### config.mk
export PLATFORM = sky130hd
export DESIGN_NAME = seven_segment_display_decoder_flat
export DESIGN_NICKNAME = d
export VERILOG_FILES = /design/src/rtl/seven_segment_display_decoder_if.sv /design/src/rtl/seven_segment_display_decoder.sv /design/src/flat_wrapper.sv
export SDC_FILE = /design/constraint.sdc
export NUM_CORES = 1
export LEC_CHECK = 0
export CAP_MARGIN = 20
export CELL_PAD_IN_SITES_DETAIL_PLACEMENT = 1
export CELL_PAD_IN_SITES_GLOBAL_PLACEMENT = 1
export CORE_MARGIN = 5
export CORE_UTILIZATION = 40
export CTS_BUF_LIST = sky130_fd_sc_hd__clkbuf_16
export DETAILED_ROUTE_END_ITERATION = 7
export PLACE_DENSITY = 0.84
export SLEW_MARGIN = 20
export SYNTH_ARGS = -nofsm -noshare
export SYNTH_HDL_FRONTEND = slang
export SYNTH_SLANG_ARGS = --single-unit
### constraint.sdc
create_clock -name clk_100_Mhz -period 5.5 [get_ports clk_100_Mhz]
set_clock_uncertainty 0.15 [all_clocks]
set_input_delay 0.55 -clock clk_100_Mhz [delete_from_list [all_inputs] [get_ports clk_100_Mhz]]
set_output_delay 0.55 -clock clk_100_Mhz [all_outputs]
set_load 0.01 [all_outputs]
### src/rtl/seven_segment_display_decoder_if.sv
// Bundle between a multiplexed seven-segment driver (master) and the display decoder (slave).
interface seven_segment_display_decoder_if;
    logic [3:0] anode_bits;
    logic [6:0] seven_segments_LED_output;
    logic [3:0] decoded_ones_digit;
    logic [3:0] decoded_tens_digit;
    logic [3:0] decoded_hundreds_digit;
    logic [3:0] decoded_thousands_digit;
    logic [3:0] digit_valid;
    logic       frame_valid;
    logic       frame_done;
    logic       pattern_error;
    logic       scan_timeout;

    modport master (
        output anode_bits, seven_segments_LED_output,
        input  decoded_ones_digit, decoded_tens_digit, decoded_hundreds_digit,
               decoded_thousands_digit, digit_valid, frame_valid, frame_done,
               pattern_error, scan_timeout
    );

    modport slave (
        input  anode_bits, seven_segments_LED_output,
        output decoded_ones_digit, decoded_tens_digit, decoded_hundreds_digit,
               decoded_thousands_digit, digit_valid, frame_valid, frame_done,
               pattern_error, scan_timeout
    );
endinterface

### src/rtl/seven_segment_display_decoder.sv
// Rebuilds four hex digits from sampled anode/segment scan lines; flags bad patterns and lost scan.
// Define SEVEN_SEG_HEX_DECODE_EN to accept A-F segment codes; otherwise only 0-9 decode.
//
// state       | meaning
// ST_IDLE     | display blank, waiting for a digit enable
// ST_SETTLE   | counting identical samples of the current pattern
// ST_CAPTURED | pattern evaluated, waiting for it to change
module seven_segment_display_decoder #(
    parameter int STABLE_CYCLES  = 4,
    parameter int TIMEOUT_CYCLES = 65536
) (
    input  logic                          clk_100_Mhz,
    input  logic                          reset,
    seven_segment_display_decoder_if.slave bus
);
    localparam int SCW = $clog2(STABLE_CYCLES + 1);
    localparam int TOW = $clog2(TIMEOUT_CYCLES + 1);
    localparam logic [SCW-1:0] STABLE_LAST  = STABLE_CYCLES[SCW-1:0];
    localparam logic [TOW-1:0] TIMEOUT_SAT  = TIMEOUT_CYCLES[TOW-1:0];
    localparam logic [TOW-1:0] TIMEOUT_LAST = TIMEOUT_SAT - 1'b1;

`ifdef SEVEN_SEG_HEX_DECODE_EN
    localparam logic HEX_DECODE_EN = 1'b1;
`else
    localparam logic HEX_DECODE_EN = 1'b0;
`endif

    typedef enum logic [1:0] {ST_IDLE, ST_SETTLE, ST_CAPTURED} state_t;

    state_t         r_state, w_state_nxt;
    logic [SCW-1:0] r_stable_cnt, w_cnt_nxt;
    logic [TOW-1:0] r_idle_cnt;
    logic [3:0]     r_anode_s1, r_anode_s2, r_anode_prev;
    logic [6:0]     r_seg_s1, r_seg_s2, r_seg_prev;
    logic [3:0]     r_digit [4];
    logic [3:0]     r_digit_valid, w_valid_nxt;
    logic [3:0]     r_mask, w_mask_nxt;
    logic           r_frame_valid, r_frame_done, r_pattern_error, r_scan_timeout;

    logic           w_blank, w_changed, w_eval, w_anode_ok, w_accept, w_reject, w_timeout_hit;
    logic [1:0]     w_idx;
    logic [4:0]     w_dec;

    // Returns {legal, value}; A-F legality follows the build option.
    function automatic logic [4:0] seg_decode(input logic [6:0] seg);
        logic [4:0] dec;
        case (seg)
            7'h40:   dec = {1'b1, 4'h0};
            7'h79:   dec = {1'b1, 4'h1};
            7'h24:   dec = {1'b1, 4'h2};
            7'h30:   dec = {1'b1, 4'h3};
            7'h19:   dec = {1'b1, 4'h4};
            7'h12:   dec = {1'b1, 4'h5};
            7'h02:   dec = {1'b1, 4'h6};
            7'h78:   dec = {1'b1, 4'h7};
            7'h00:   dec = {1'b1, 4'h8};
            7'h10:   dec = {1'b1, 4'h9};
            7'h08:   dec = {HEX_DECODE_EN, 4'hA};
            7'h03:   dec = {HEX_DECODE_EN, 4'hB};
            7'h46:   dec = {HEX_DECODE_EN, 4'hC};
            7'h21:   dec = {HEX_DECODE_EN, 4'hD};
            7'h06:   dec = {HEX_DECODE_EN, 4'hE};
            7'h0E:   dec = {HEX_DECODE_EN, 4'hF};
            default: dec = 5'h00;
        endcase
        return dec;
    endfunction

    always_ff @(posedge clk_100_Mhz or posedge reset) begin
        if (reset) begin
            r_anode_s1   <= 4'hF;
            r_anode_s2   <= 4'hF;
            r_anode_prev <= 4'hF;
            r_seg_s1     <= 7'h7F;
            r_seg_s2     <= 7'h7F;
            r_seg_prev   <= 7'h7F;
        end else begin
            r_anode_s1   <= bus.anode_bits;
            r_anode_s2   <= r_anode_s1;
            r_anode_prev <= r_anode_s2;
            r_seg_s1     <= bus.seven_segments_LED_output;
            r_seg_s2     <= r_seg_s1;
            r_seg_prev   <= r_seg_s2;
        end
    end

    assign w_blank   = (r_anode_s2 == 4'hF);
    assign w_changed = ({r_anode_s2, r_seg_s2} != {r_anode_prev, r_seg_prev});

    always_comb begin
        w_state_nxt = r_state;
        w_cnt_nxt   = r_stable_cnt;
        w_eval      = 1'b0;
        case (r_state)
            ST_IDLE: begin
                if (!w_blank) begin
                    w_state_nxt = ST_SETTLE;
                    w_cnt_nxt   = SCW'(1);
                end
            end
            ST_SETTLE: begin
                if (w_blank) begin
                    w_state_nxt = ST_IDLE;
                    w_cnt_nxt   = '0;
                end else if (w_changed) begin
                    w_cnt_nxt = SCW'(1);
                end else begin
                    w_cnt_nxt = r_stable_cnt + 1'b1;
                end
            end
            ST_CAPTURED: begin
                if (w_changed) begin
                    w_state_nxt = w_blank ? ST_IDLE : ST_SETTLE;
                    w_cnt_nxt   = w_blank ? '0 : SCW'(1);
                end
            end
            default: begin
                w_state_nxt = ST_IDLE;
                w_cnt_nxt   = '0;
            end
        endcase
        // The sample that completes the run is evaluated on the same edge.
        if (w_state_nxt == ST_SETTLE && w_cnt_nxt == STABLE_LAST) begin
            w_state_nxt = ST_CAPTURED;
            w_eval      = 1'b1;
        end
    end

    always_comb begin
        w_anode_ok = 1'b1;
        w_idx      = 2'd0;
        case (r_anode_s2)
            4'b1110: w_idx = 2'd0;
            4'b1101: w_idx = 2'd1;
            4'b1011: w_idx = 2'd2;
            4'b0111: w_idx = 2'd3;
            default: w_anode_ok = 1'b0;
        endcase
    end

    assign w_dec         = seg_decode(r_seg_s2);
    assign w_accept      = w_eval && w_anode_ok && w_dec[4];
    assign w_reject      = w_eval && !(w_anode_ok && w_dec[4]);
    assign w_timeout_hit = !w_accept && (r_idle_cnt == TIMEOUT_LAST);

    always_comb begin
        w_mask_nxt  = (r_mask == 4'hF) ? 4'h0 : r_mask;
        w_valid_nxt = r_digit_valid;
        if (w_accept) begin
            w_mask_nxt[w_idx]  = 1'b1;
            w_valid_nxt[w_idx] = 1'b1;
        end else if (w_eval && w_anode_ok) begin
            w_valid_nxt[w_idx] = 1'b0;
        end
        if (w_timeout_hit) begin
            w_mask_nxt  = 4'h0;
            w_valid_nxt = 4'h0;
        end
    end

    always_ff @(posedge clk_100_Mhz or posedge reset) begin
        if (reset) begin
            r_state         <= ST_IDLE;
            r_stable_cnt    <= '0;
            r_idle_cnt      <= '0;
            r_digit         <= '{default: 4'h0};
            r_digit_valid   <= 4'h0;
            r_mask          <= 4'h0;
            r_frame_valid   <= 1'b0;
            r_frame_done    <= 1'b0;
            r_pattern_error <= 1'b0;
            r_scan_timeout  <= 1'b0;
        end else begin
            r_state         <= w_state_nxt;
            r_stable_cnt    <= w_cnt_nxt;
            r_digit_valid   <= w_valid_nxt;
            r_mask          <= w_mask_nxt;
            r_pattern_error <= w_reject;
            r_frame_done    <= (r_mask == 4'hF);
            if (r_mask == 4'hF)
                r_frame_valid <= 1'b1;
            else if (w_timeout_hit)
                r_frame_valid <= 1'b0;
            if (w_accept) begin
                r_digit[w_idx] <= w_dec[3:0];
                r_idle_cnt     <= '0;
                r_scan_timeout <= 1'b0;
            end else if (r_idle_cnt != TIMEOUT_SAT) begin
                r_idle_cnt <= r_idle_cnt + 1'b1;
            end
            if (w_timeout_hit)
                r_scan_timeout <= 1'b1;
        end
    end

    assign bus.decoded_ones_digit      = r_digit[0];
    assign bus.decoded_tens_digit      = r_digit[1];
    assign bus.decoded_hundreds_digit  = r_digit[2];
    assign bus.decoded_thousands_digit = r_digit[3];
    assign bus.digit_valid             = r_digit_valid;
    assign bus.frame_valid             = r_frame_valid;
    assign bus.frame_done              = r_frame_done;
    assign bus.pattern_error           = r_pattern_error;
    assign bus.scan_timeout            = r_scan_timeout;
endmodule

### src/flat_wrapper.sv
// flat-port wrapper written by rule: the top's interface ports become plain ports
module seven_segment_display_decoder_flat 
#(
    parameter int STABLE_CYCLES  = 4,
    parameter int TIMEOUT_CYCLES = 65536
)
  (clk_100_Mhz, reset, bus_anode_bits, bus_seven_segments_LED_output, bus_decoded_ones_digit, bus_decoded_tens_digit, bus_decoded_hundreds_digit, bus_decoded_thousands_digit, bus_digit_valid, bus_frame_valid, bus_frame_done, bus_pattern_error, bus_scan_timeout);
  seven_segment_display_decoder_if bus_i ();
  input  logic clk_100_Mhz;
  input  logic reset;
  input wire logic [$bits(bus_i.anode_bits)-1:0] bus_anode_bits;
  input wire logic [$bits(bus_i.seven_segments_LED_output)-1:0] bus_seven_segments_LED_output;
  output wire logic [$bits(bus_i.decoded_ones_digit)-1:0] bus_decoded_ones_digit;
  output wire logic [$bits(bus_i.decoded_tens_digit)-1:0] bus_decoded_tens_digit;
  output wire logic [$bits(bus_i.decoded_hundreds_digit)-1:0] bus_decoded_hundreds_digit;
  output wire logic [$bits(bus_i.decoded_thousands_digit)-1:0] bus_decoded_thousands_digit;
  output wire logic [$bits(bus_i.digit_valid)-1:0] bus_digit_valid;
  output wire logic [$bits(bus_i.frame_valid)-1:0] bus_frame_valid;
  output wire logic [$bits(bus_i.frame_done)-1:0] bus_frame_done;
  output wire logic [$bits(bus_i.pattern_error)-1:0] bus_pattern_error;
  output wire logic [$bits(bus_i.scan_timeout)-1:0] bus_scan_timeout;
  assign bus_i.anode_bits = bus_anode_bits;
  assign bus_i.seven_segments_LED_output = bus_seven_segments_LED_output;
  assign bus_decoded_ones_digit = bus_i.decoded_ones_digit;
  assign bus_decoded_tens_digit = bus_i.decoded_tens_digit;
  assign bus_decoded_hundreds_digit = bus_i.decoded_hundreds_digit;
  assign bus_decoded_thousands_digit = bus_i.decoded_thousands_digit;
  assign bus_digit_valid = bus_i.digit_valid;
  assign bus_frame_valid = bus_i.frame_valid;
  assign bus_frame_done = bus_i.frame_done;
  assign bus_pattern_error = bus_i.pattern_error;
  assign bus_scan_timeout = bus_i.scan_timeout;
  seven_segment_display_decoder #(.STABLE_CYCLES(STABLE_CYCLES), .TIMEOUT_CYCLES(TIMEOUT_CYCLES)) u_core (.clk_100_Mhz(clk_100_Mhz), .reset(reset), .bus(bus_i));
endmodule
==> flow_metrics.tcl, run 1 <==
set metrics [dict create \
    dieArea_mm2 0.0111 \
    cts_buffers 9 \
    firstDrtPassIters 4 \
    clock_latency_ns 0.34 \
    power_density_mw_per_mm2 298 \
    slowest_stage "nor3_4" \
    cp_num_buf_inv 0 \
    layout.cells.non_filler 477 \
    synthCells 331 \
    numPortBuffers 36 \
    hpwl_mm 5.89 \
    leakagePower_uw 0.00187 \
    drc 0 \
    area_growth_pct 20.1 \
    hold_start "u_core.r_anode_s1[1]$_DFF_PP1_" \
    grt_pass1_vias 2836 \
    ys_seq_elements 83 \
    final.min_clock_period_ns 3.95 \
    die_y_um 106 \
    final_hold_viol_count 0 \
    cts_tree "built" \
    final_net_count 381 \
    peakVddDrop_mv 0.161 \
    wl_per_cell_um 17.5 \
    slew_headroom_pct 35.9 \
    postSynthAreaPerCell_um2 11.0 \
    fp-row-count 34 \
    hold_path_end "u_core.r_anode_s2[1]$_DFF_PP1_" \
    grtUsageMet3_pct 3.85 \
    io_pins 37 \
    drive_above_1_share_pct 19.2 \
    critPathMaxFanout 26 \
    worstMarginPinSlew_ns 0.958 \
    total_power_uw 1310 \
    yosys.cell_types.count 45 \
    clock.fmax_mhz 253 \
    synth_sequential_area_ratio_pct 58.0 \
    ctsHoldBuffers 0 \
    rr_endpoint "u_core.bus.decoded_ones_digit[0]$_DFFE_PP0P_" \
    cp-end-kind "flop" \
    clk_pin_slew_ns 0.07 \
    core-area_mm2 0.00881 \
    post_cts_buffers 0 \
    rrSetupSlack_ns 1.55 \
    required_ns 5.57 \
    min_path_type "reg -> reg" \
    wl_mm 8.37 \
    fin_setup_tns_ns 0 \
    syn_nets 348 \
    cp-start-kind "flop" \
    cts-root-buf "clkbuf_16" \
    placed_cell_area_mm2 0.00409 \
    gp_congestion 0.792 \
    finish.instance_area_mm2 0.00439 \
    dp.cells 461 \
    path_delay_family "simple AND/OR/NAND/NOR gates" \
    start_util_pct 41.5 \
    rsz0062_at_grt "no" \
    final_common_cell "dfrtp_1" \
    synth_edf_count 0 \
    synth_area_mm2 0.00365 \
    track_usage_pct 16.3 \
    met2_usage_pct 27.4 \
    final.period_utilization_pct 71.9 \
    final_cell_mix "dfrtp_1, nor2_1, clkdlybuf4s50_1" \
    clk_path_buf_depth 2 \
    die_w_um 106 \
    gr-usage-met1_pct 20.9 \
    hold_path_depth 0 \
    finalSetupViolations 0 \
    outcome "finished, final reports clean" \
    timing.rr.start "u_core.r_seg_s2[0]$_DFF_PP1_" \
    vias 2578 \
    antenna_left 0 \
    worstSetupPathType "reg -> reg" \
    viasPerCell 5.40 \
    drtIter0Drc 129 \
    busiest_layer "met2" \
    whs_ns 0.207 \
    gr-total-overflow 0 \
    cts.htree.levels 3 \
    post_cts_resized 0 \
    grt_max_degree 74 \
    clock_sinks 83 \
    synthFlopType "dfrtp_1" \
    antenna_found_initial 0 \
    cap_violations 0 \
    diodes 0 \
    arrival_ns 4.03 \
    cp_cell_sequence "xor2_1 > nor4_2 > and3_1 > mux2i_1 > o311ai_2 > nor3_4 > nand2_1 > mux2_1" \
    critPathMaxStageDelay_ns 0.85 \
    reg2reg_depth 8 \
    grt_pass1_wl_mm 14.5 \
    finalMaxSlewViolations 0 \
    async_flop_share_pct 100 \
    yosys_warnings 0 \
]
==> synth_stat cells, types with 2 or more instances <==
master / count / area share, %
nor2_1: 41 / 4.2
nand3_1: 10 / 1.4
a21o_1: 2 / 0.41
nor3b_1: 6 / 1.2
and2_1: 2 / 0.34
xnor2_1: 7 / 1.7
inv_1: 12 / 1.2
dfstp_2: 33 / 24
o31ai_1: 3 / 0.62
nand2b_1: 4 / 0.69
mux2_2: 13 / 4.0
nand2_1: 27 / 2.8
nor3_1: 6 / 0.82
a21oi_1: 16 / 2.2
clkbuf_1: 7 / 0.72
mux2_1: 3 / 0.92
nor4b_1: 2 / 0.48
o21ai_0: 12 / 1.6
a22oi_1: 2 / 0.41
xor2_1: 21 / 5.0
and3_1: 4 / 0.69
buf_2: 7 / 0.96
a31oi_1: 2 / 0.34
ha_1: 4 / 1.4
dfrtp_1: 50 / 34
nand4_1: 10 / 1.7
nor4_2: 2 / 0.69
nor4_1: 5 / 0.86
a31o_2: 2 / 0.48
==> registers in the layout, summed over array words and instances (netlist names), 7 cells and up <==
register           cells
u_core.r_idle_cnt     17
u_core.r_seg_s2        7
u_core.r_seg_prev      7
u_core.r_seg_s1        7
==> metrics by stage <==
step / setup WS (ns) / util, %
4_1_cts: 1.53 / 49.8
3_3_place_gp: 1.74 / 46.4
6_report: 1.55 / 49.8
3_5_place_dp: 1.53 / 46.4
5_1_grt: 1.29 / 49.8
2_1_floorplan: 2.64 / -
==> worst max-delay path by stage <==
stage,from,to,slack (ns),depth (start not counted)
6_report,u_core.r_seg_s2[0]$_DFF_PP1_,u_core.bus.decoded_ones_digit[0]$_DFFE_PP0P_,1.55,8
4_1_cts,u_core.r_seg_s2[0]$_DFF_PP1_,u_core.bus.decoded_hundreds_digit[1]$_DFFE_PP0P_,1.53,8
3_5_place_dp,u_core.r_seg_s2[0]$_DFF_PP1_,u_core.bus.decoded_hundreds_digit[3]$_DFFE_PP0P_,1.53,8
3_3_place_gp,u_core.r_seg_s2[0]$_DFF_PP1_,u_core.bus.decoded_ones_digit[0]$_DFFE_PP0P_,1.74,8
2_1_floorplan,u_core.r_seg_s2[1]$_DFF_PP1_,u_core.bus.decoded_tens_digit[0]$_DFFE_PP0P_,2.64,10
5_1_grt,u_core.r_seg_s2[0]$_DFF_PP1_,u_core.bus.decoded_ones_digit[0]$_DFFE_PP0P_,1.29,8
==> per-layer routing <==
metal  share of wire [%]  vias up
met1                  45     1316
met3                 3.2       12
met4                 1.7        0
met5                   0        -
met2                  50       45
li1                    -     1205
==> final cells by class <==
class                      instances  area [um^2]
clock buffer                       9          225
clock inverter                     7         75.1
fill                             938         4420
inverter                          12         46.3
multi-input combinational        221         1420
sequential                        83         2120
tap                              108          135
timing repair buffer              37          368
==> cell families (layout without fill, tap and decap cells) <==
group	after synthesis	count (layout)	synth area share, %
AND/OR/NAND/NOR	125	125	17.3
flip-flops	83	83	58.0
AO/OA/AOI/OAI	47	47	8.26
XOR/XNOR	28	28	6.71
buffers and inverters	27	65	3.12
multiplexers	17	17	5.21
adder cells (fa/ha/maj)	4	4	1.37
==> power breakdown <==
| group | internal [uW] | switching [uW] |
|---|---|---|
| combinational | 21.0 | 31.1 |
| sequential | 634 | 18.3 |
| clock | 356 | 249 |
| total | 1010 | 298 |
Note: power is estimated with default switching activity, not from simulation.
==> run 2: changes to the inputs <==
==> constraint.sdc (replaced) <==
create_clock -name clk_100_Mhz -period 4.1 [get_ports clk_100_Mhz]
set_clock_uncertainty 0.15 [all_clocks]
set_input_delay 0.41 -clock clk_100_Mhz [delete_from_list [all_inputs] [get_ports clk_100_Mhz]]
set_output_delay 0.41 -clock clk_100_Mhz [all_outputs]
set_load 0.01 [all_outputs]
==> run 2 against run 1 <==
Compared with the run above:
- critical path depth increased by 1
- clock-buffer cell count is the same
- design area rose by 0.26%
- non-clock buffer count rose by 1
- hold slack worse by 0.0032 ns
- power increased by 35%
- via count increased by 2.0%
==> flow_metrics.tcl, run 2 (synthesized netlist as in run 1, its figures left out) <==
set metrics [dict create \
    outcome "finished, final reports clean" \
    final_common_cell "dfrtp_1" \
    vias 2629 \
    finalMaxSlewViolations 0 \
    p_seq_share_pct 49.4 \
    gp_congestion 0.800 \
    largest_reg_flops 17 \
    post_cts_resized 0 \
    p_int_uw 1360 \
    firstDrtPassIters 4 \
    drtIter0Drc 123 \
    leakagePower_uw 0.00188 \
    worstSetupPathType "reg -> reg" \
    clock_latency_ns 0.33 \
    start_util_pct 41.5 \
    critPathMaxFanout 22 \
    cts_buffers 9 \
    min_path_type "reg -> reg" \
    final.min_clock_period_ns 3.37 \
    worstMarginPinSlew_ns 0.819 \
    cp-end-kind "flop" \
    finalSetupViolations 0 \
    power_frac_clock_pct 46.5 \
    final_hold_viol_count 0 \
    area_growth_pct 20.5 \
    path_delay_family "simple AND/OR/NAND/NOR gates" \
    core-area_mm2 0.00881 \
    final_net_count 382 \
    p_sw_share_pct 23.1 \
    reg2reg_depth 9 \
    placed_cell_area_mm2 0.00410 \
    fp-row-count 34 \
    drive_above_1_share_pct 19.7 \
    cap_violations 0 \
    viasPerCell 5.50 \
    dieArea_mm2 0.0111 \
    grt_pass1_vias 2865 \
    finish.instance_area_mm2 0.00440 \
    grt_pass1_wl_mm 14.6 \
    hold_path_depth 0 \
    final_cell_mix "dfrtp_1, nor2_1, clkdlybuf4s50_1" \
    p_comb_share_pct 4.0 \
    fillCellCount 899 \
    wl_per_cell_um 17.6 \
    slew_headroom_pct 44.7 \
    largest_register "u_core.r_idle_cnt" \
    cts-root-buf "clkbuf_16" \
    cp_cell_sequence "xor2_1 > nor4_2 > and3_1 > mux2i_1 > o311ai_2 > nor3_4 > buf_4 > nor2_1 > o21ai_0" \
    grt_max_degree 51 \
    io_pins 37 \
    switching_power_uw 408 \
    required_ns 4.18 \
    hpwl_mm 5.89 \
    cp_num_buf_inv 1 \
    fin_setup_tns_ns 0 \
    arrival_ns 3.45 \
    drc 0 \
    antenna_left 0 \
    cts_tree "built" \
    wl_mm 8.42 \
    slowest_stage "dfstp_2" \
    peakVddDrop_mv 0.204 \
    die_w_um 106 \
    cp-start-kind "flop" \
    antenna_found_initial 0 \
    gr-total-overflow 0 \
    rsz0062_at_grt "no" \
    critPathMaxStageDelay_ns 0.69 \
    clock.fmax_mhz 297 \
    clk_path_buf_depth 2 \
    power_density_mw_per_mm2 402 \
    cp.depth 9 \
    numPortBuffers 36 \
    final.period_utilization_pct 82.1 \
    die_y_um 106 \
    clock_sinks 83 \
    cts.htree.levels 3 \
    ctsHoldBuffers 0 \
    clk_pin_slew_ns 0.07 \
    track_usage_pct 16.2 \
    post_cts_buffers 0 \
    diodes 0 \
]
run 2: cell count changes in the layout (fill, tap and decap cells not counted):
cell,change
clkinvlp_4,-1
buf_4,+1
inv_8,-1
inv_6,+3
inv_1,-1
run 2: final timing paths:
| check | start | endpoint | slack [ns] |
|---|---|---|---|
| worst min register to register | u_core.r_seg_s1[2]$_DFF_PP1_ | u_core.r_seg_s2[2]$_DFF_PP1_ | 0.20 |
| worst max-delay path | u_core.r_seg_s2[2]$_DFF_PP1_ | u_core.r_mask[1]$_DFF_PP0_ | 0.73 |
| min in group asynchronous | reset | u_core.bus.frame_valid$_DFFE_PP0P_ | 0.38 |
| max in group asynchronous | reset | u_core.r_anode_prev[0]$_DFF_PP1_ | 2.45 |
| worst max register to register | u_core.r_seg_s2[2]$_DFF_PP1_ | u_core.r_mask[1]$_DFF_PP0_ | 0.73 |
| worst min-delay path | u_core.r_seg_s1[2]$_DFF_PP1_ | u_core.r_seg_s2[2]$_DFF_PP1_ | 0.20 |
run 2: final cells by class:
type / count / area, um^2 / share of cell area [%]
clock buffer: 9 / 225 / 5.12
sequential: 83 / 2120 / 48.2
clock inverter: 7 / 78.8 / 1.79
multi-input combinational: 221 / 1420 / 32.3
inverter: 12 / 46.3 / 1.05
tap: 108 / 135 / 3.07
timing repair buffer: 38 / 375 / 8.53
run 2: through the flow:
stage	hold WS (ns)	util, %	cells	setup slack [ns]	power (uW)
after detailed placement	0.197	46.5	462	0.834	958
after global routing	0.207	50.0	478	0.503	1840
after global placement	0.196	46.5	462	1.01	955
final	0.204	50.0	478	0.734	1770
after CTS	0.202	50.0	478	0.760	1780
after floorplan	0.195	-	331	1.24	929
run 2: power groups by stage:
stage	registers (uW)	clock network, uW	logic [uW]
2_1_floorplan	870	0	58.7
3_5_place_dp	888	0	70.7
6_report	874	823	70.9
3_3_place_gp	886	0	68.4
5_1_grt	877	884	79.9
4_1_cts	874	839	72.2
run 2: metal layers:
layer | part of all wire [%] | vias up | wire length (um) | global-route usage (%)
li1 | - | 1216 | - | -
met3 | 2.6 | 8 | 217 | 3.48
met5 | 0 | - | 0 | 0
met1 | 47 | 1367 | 3960 | 21.6
met4 | 1.2 | 0 | 104 | 5.37
met2 | 49 | 38 | 4140 | 26.5
==> run 3: changes to the inputs <==
--- a/config.mk
+++ b/config.mk
@@ -12,7 +12,7 @@
 export CORE_UTILIZATION = 40
 export CTS_BUF_LIST = sky130_fd_sc_hd__clkbuf_16
 export DETAILED_ROUTE_END_ITERATION = 7
-export PLACE_DENSITY = 0.84
+export PLACE_DENSITY = 0.86
 export SLEW_MARGIN = 20
 export SYNTH_ARGS = -nofsm -noshare
 export SYNTH_HDL_FRONTEND = slang
==> constraint.sdc (replaced) <==
create_clock -name clk_100_Mhz -period 3 [get_ports clk_100_Mhz]
set_clock_uncertainty 0.15 [all_clocks]
set_input_delay 0.3 -clock clk_100_Mhz [delete_from_list [all_inputs] [get_ports clk_100_Mhz]]
set_output_delay 0.3 -clock clk_100_Mhz [all_outputs]
set_load 0.01 [all_outputs]
==> run 3 against run 2 <==
Compared with the run above:
- power grew 32%
- register-to-register slack got worse by 0.65 ns
- die area unchanged
- clock-buffer cell count is the same
- critical endpoint is now u_core.bus.decoded_thousands_digit[2]$_DFFE_PP0P_
- design area rose by 2.4%
- sequential share of layout area shrank 1.1 points
- sequential power is 35% higher
- global-route usage rose by 1.2 points
- non-clock buffer count increased by 13
- critical path depth is the same
- first-iteration DRC count rose by 55%
- hold slack worse by 0.012 ns
==> flow_metrics.tcl, run 3 (synthesized netlist as in run 1, its figures left out) <==
set metrics [dict create \
    fin_setup_tns_ns 0 \
    rr_endpoint "u_core.bus.decoded_thousands_digit[2]$_DFFE_PP0P_" \
    ctsHoldBuffers 0 \
    p_comb_share_pct 5.6 \
    drtIter0Drc 191 \
    final.min_clock_period_ns 2.92 \
    p_int_uw 1770 \
    track_usage_pct 17.4 \
    clock.fmax_mhz 343 \
    core-area_mm2 0.00881 \
    largest_reg_flops 17 \
    wl_mm 9.17 \
    antenna_found_initial 0 \
    grt_pass1_vias 2961 \
    layout.cells.non_filler 491 \
    grtUsageMet3_pct 3.55 \
    slew_headroom_pct 50.5 \
    busiest_layer "met2" \
    clk_path_buf_depth 2 \
    slowest_stage "dfstp_2" \
    cts_buffers 9 \
    critPathMaxFanout 9 \
    fin_ws_ns 0.0818 \
    drc 0 \
    die_w_um 106 \
    gp_congestion 0.877 \
    start_util_pct 41.5 \
    final_cell_mix "dfrtp_1, nor2_1, clkdlybuf4s50_1" \
    firstDrtPassIters 4 \
    clk_pin_slew_ns 0.06 \
    diodes 0 \
    cp_num_buf_inv 1 \
    reg2reg_depth 9 \
    gr-total-overflow 0 \
    grt_max_degree 50 \
    dieArea_mm2 0.0111 \
    worstMarginPinSlew_ns 0.733 \
    required_ns 3.07 \
    antenna_left 0 \
    io_pins 37 \
    cp_cell_sequence "xor2_1 > nor4_4 > and3_1 > buf_4 > a21oi_1 > o21ai_2 > nor3_4 > nand2_1 > mux2_2" \
    vias 2673 \
    cts-root-buf "clkbuf_16" \
    gr-usage-met1_pct 22.0 \
    cts.htree.levels 3 \
    clock_sinks 83 \
    path_delay_family "simple AND/OR/NAND/NOR gates" \
    critPathMaxStageDelay_ns 0.62 \
    viasPerCell 5.44 \
    final_common_cell "dfrtp_1" \
    leakagePower_uw 0.00192 \
    wl_per_cell_um 18.7 \
    p_seq_share_pct 50.5 \
    cp-end-kind "flop" \
    min_path_type "in -> async" \
    dp.cells 474 \
    cap_violations 0 \
    worstSetupPathType "reg -> reg" \
    rrSetupSlack_ns 0.08 \
    timing.rr.start "u_core.r_anode_s2[2]$_DFF_PP1_" \
    rsz0062_at_grt "yes" \
    outcome "finished, final reports clean" \
    finalSetupViolations 0 \
    final_hold_viol_count 0 \
    switching_power_uw 564 \
    cts_tree "built" \
    numPortBuffers 36 \
    largest_register "u_core.r_idle_cnt" \
    grt_pass1_wl_mm 15.4 \
    arrival_ns 2.99 \
    whs_ns 0.191 \
    area_growth_pct 23.3 \
    final.period_utilization_pct 97.3 \
    fp-row-count 34 \
    hpwl_mm 6.04 \
    peakVddDrop_mv 0.386 \
    clock_latency_ns 0.34 \
    power_density_mw_per_mm2 519 \
    p_sw_share_pct 24.1 \
    die_y_um 106 \
    finalMaxSlewViolations 0 \
    drive_above_1_share_pct 23.2 \
    power_frac_clock_pct 43.9 \
    place_ws_ns -0.0768 \
    cp-start-kind "flop" \
    final_net_count 395 \
    met2_usage_pct 29.5 \
]
## run 3: cell types whose count changed in the layout (fill, tap and decap cells not counted), sizes merged
| cell | previous run | this run |
|---|---|---|
| buf | 2 | 15 |
| clkinvlp | 0 | 4 |
| inv | 16 | 13 |
| bufinv | 1 | 0 |
## run 3: area by class of cell
type	count	area, um^2
tap	108	135
inverter	12	46.3
multi-input combinational	221	1440
clock buffer	9	225
clock inverter	7	51.3
timing repair buffer	51	485
fill	934	4300
sequential	83	2120
## run 3: worst reg2reg max path, cell delays in order, from the launching register on
cell	delay, ns
dfstp_2	0.62
xor2_1	0.29
nor4_4	0.09
and3_1	0.19
buf_4	0.16
a21oi_1	0.22
o21ai_2	0.15
nor3_4	0.36
nand2_1	0.24
mux2_2	0.34
## run 3: routing by layer
metal  share of wire [%]  vias up
li1                    -     1238
met5                   0        -
met1                  44     1374
met3                 3.1       13
met2                  51       48
met4                 2.0        0
## run 3: how the worst max path moves through the flow
stage	from	endpoint	slack, ns	cells after the start
floorplan	u_core.r_seg_s2[1]$_DFF_PP1_	u_core.bus.decoded_tens_digit[0]$_DFFE_PP0P_	0.14	10
global placement	u_core.r_anode_s2[2]$_DFF_PP1_	u_core.bus.decoded_ones_digit[0]$_DFFE_PP0P_	0.08	8
detailed placement	u_core.r_anode_s2[2]$_DFF_PP1_	u_core.bus.decoded_tens_digit[1]$_DFFE_PP0P_	-0.08	8
CTS	u_core.r_anode_s2[0]$_DFF_PP1_	u_core.bus.decoded_tens_digit[1]$_DFFE_PP0P_	0.04	8
global route	u_core.r_anode_s2[2]$_DFF_PP1_	u_core.bus.decoded_hundreds_digit[1]$_DFFE_PP0P_	-0.04	9
finish	u_core.r_anode_s2[2]$_DFF_PP1_	u_core.bus.decoded_thousands_digit[2]$_DFFE_PP0P_	0.08	9
## run 3: per-stage QoR
stage               util (%)  power [uW]  cell area, um^2
floorplan                  -        1270             3650
detailed placement      47.7        1320             4200
global route            51.1        2430             4500
CTS                     50.9        2350             4480
global placement        47.7        1320             4200
finish                  51.1        2340             4500
## run 3: repair_timing
item                                    CTS  global route
gates cloned                              0             0
gates resized for setup                   0             5
setup buffers                             1             0
pin swaps                                 2             1
endpoints found under the setup margin   18            24
## run 3: power groups by stage
| stage | Sequential (uW) | Clock [uW] | Combinational, uW |
|---|---|---|---|
| 2_1_floorplan | 1190 | 0 | 80.3 |
| 3_3_place_gp | 1200 | 0 | 119 |
| 3_5_place_dp | 1200 | 0 | 123 |
| 4_1_cts | 1180 | 1040 | 127 |
| 5_1_grt | 1180 | 1100 | 143 |
| 6_report | 1180 | 1030 | 130 |
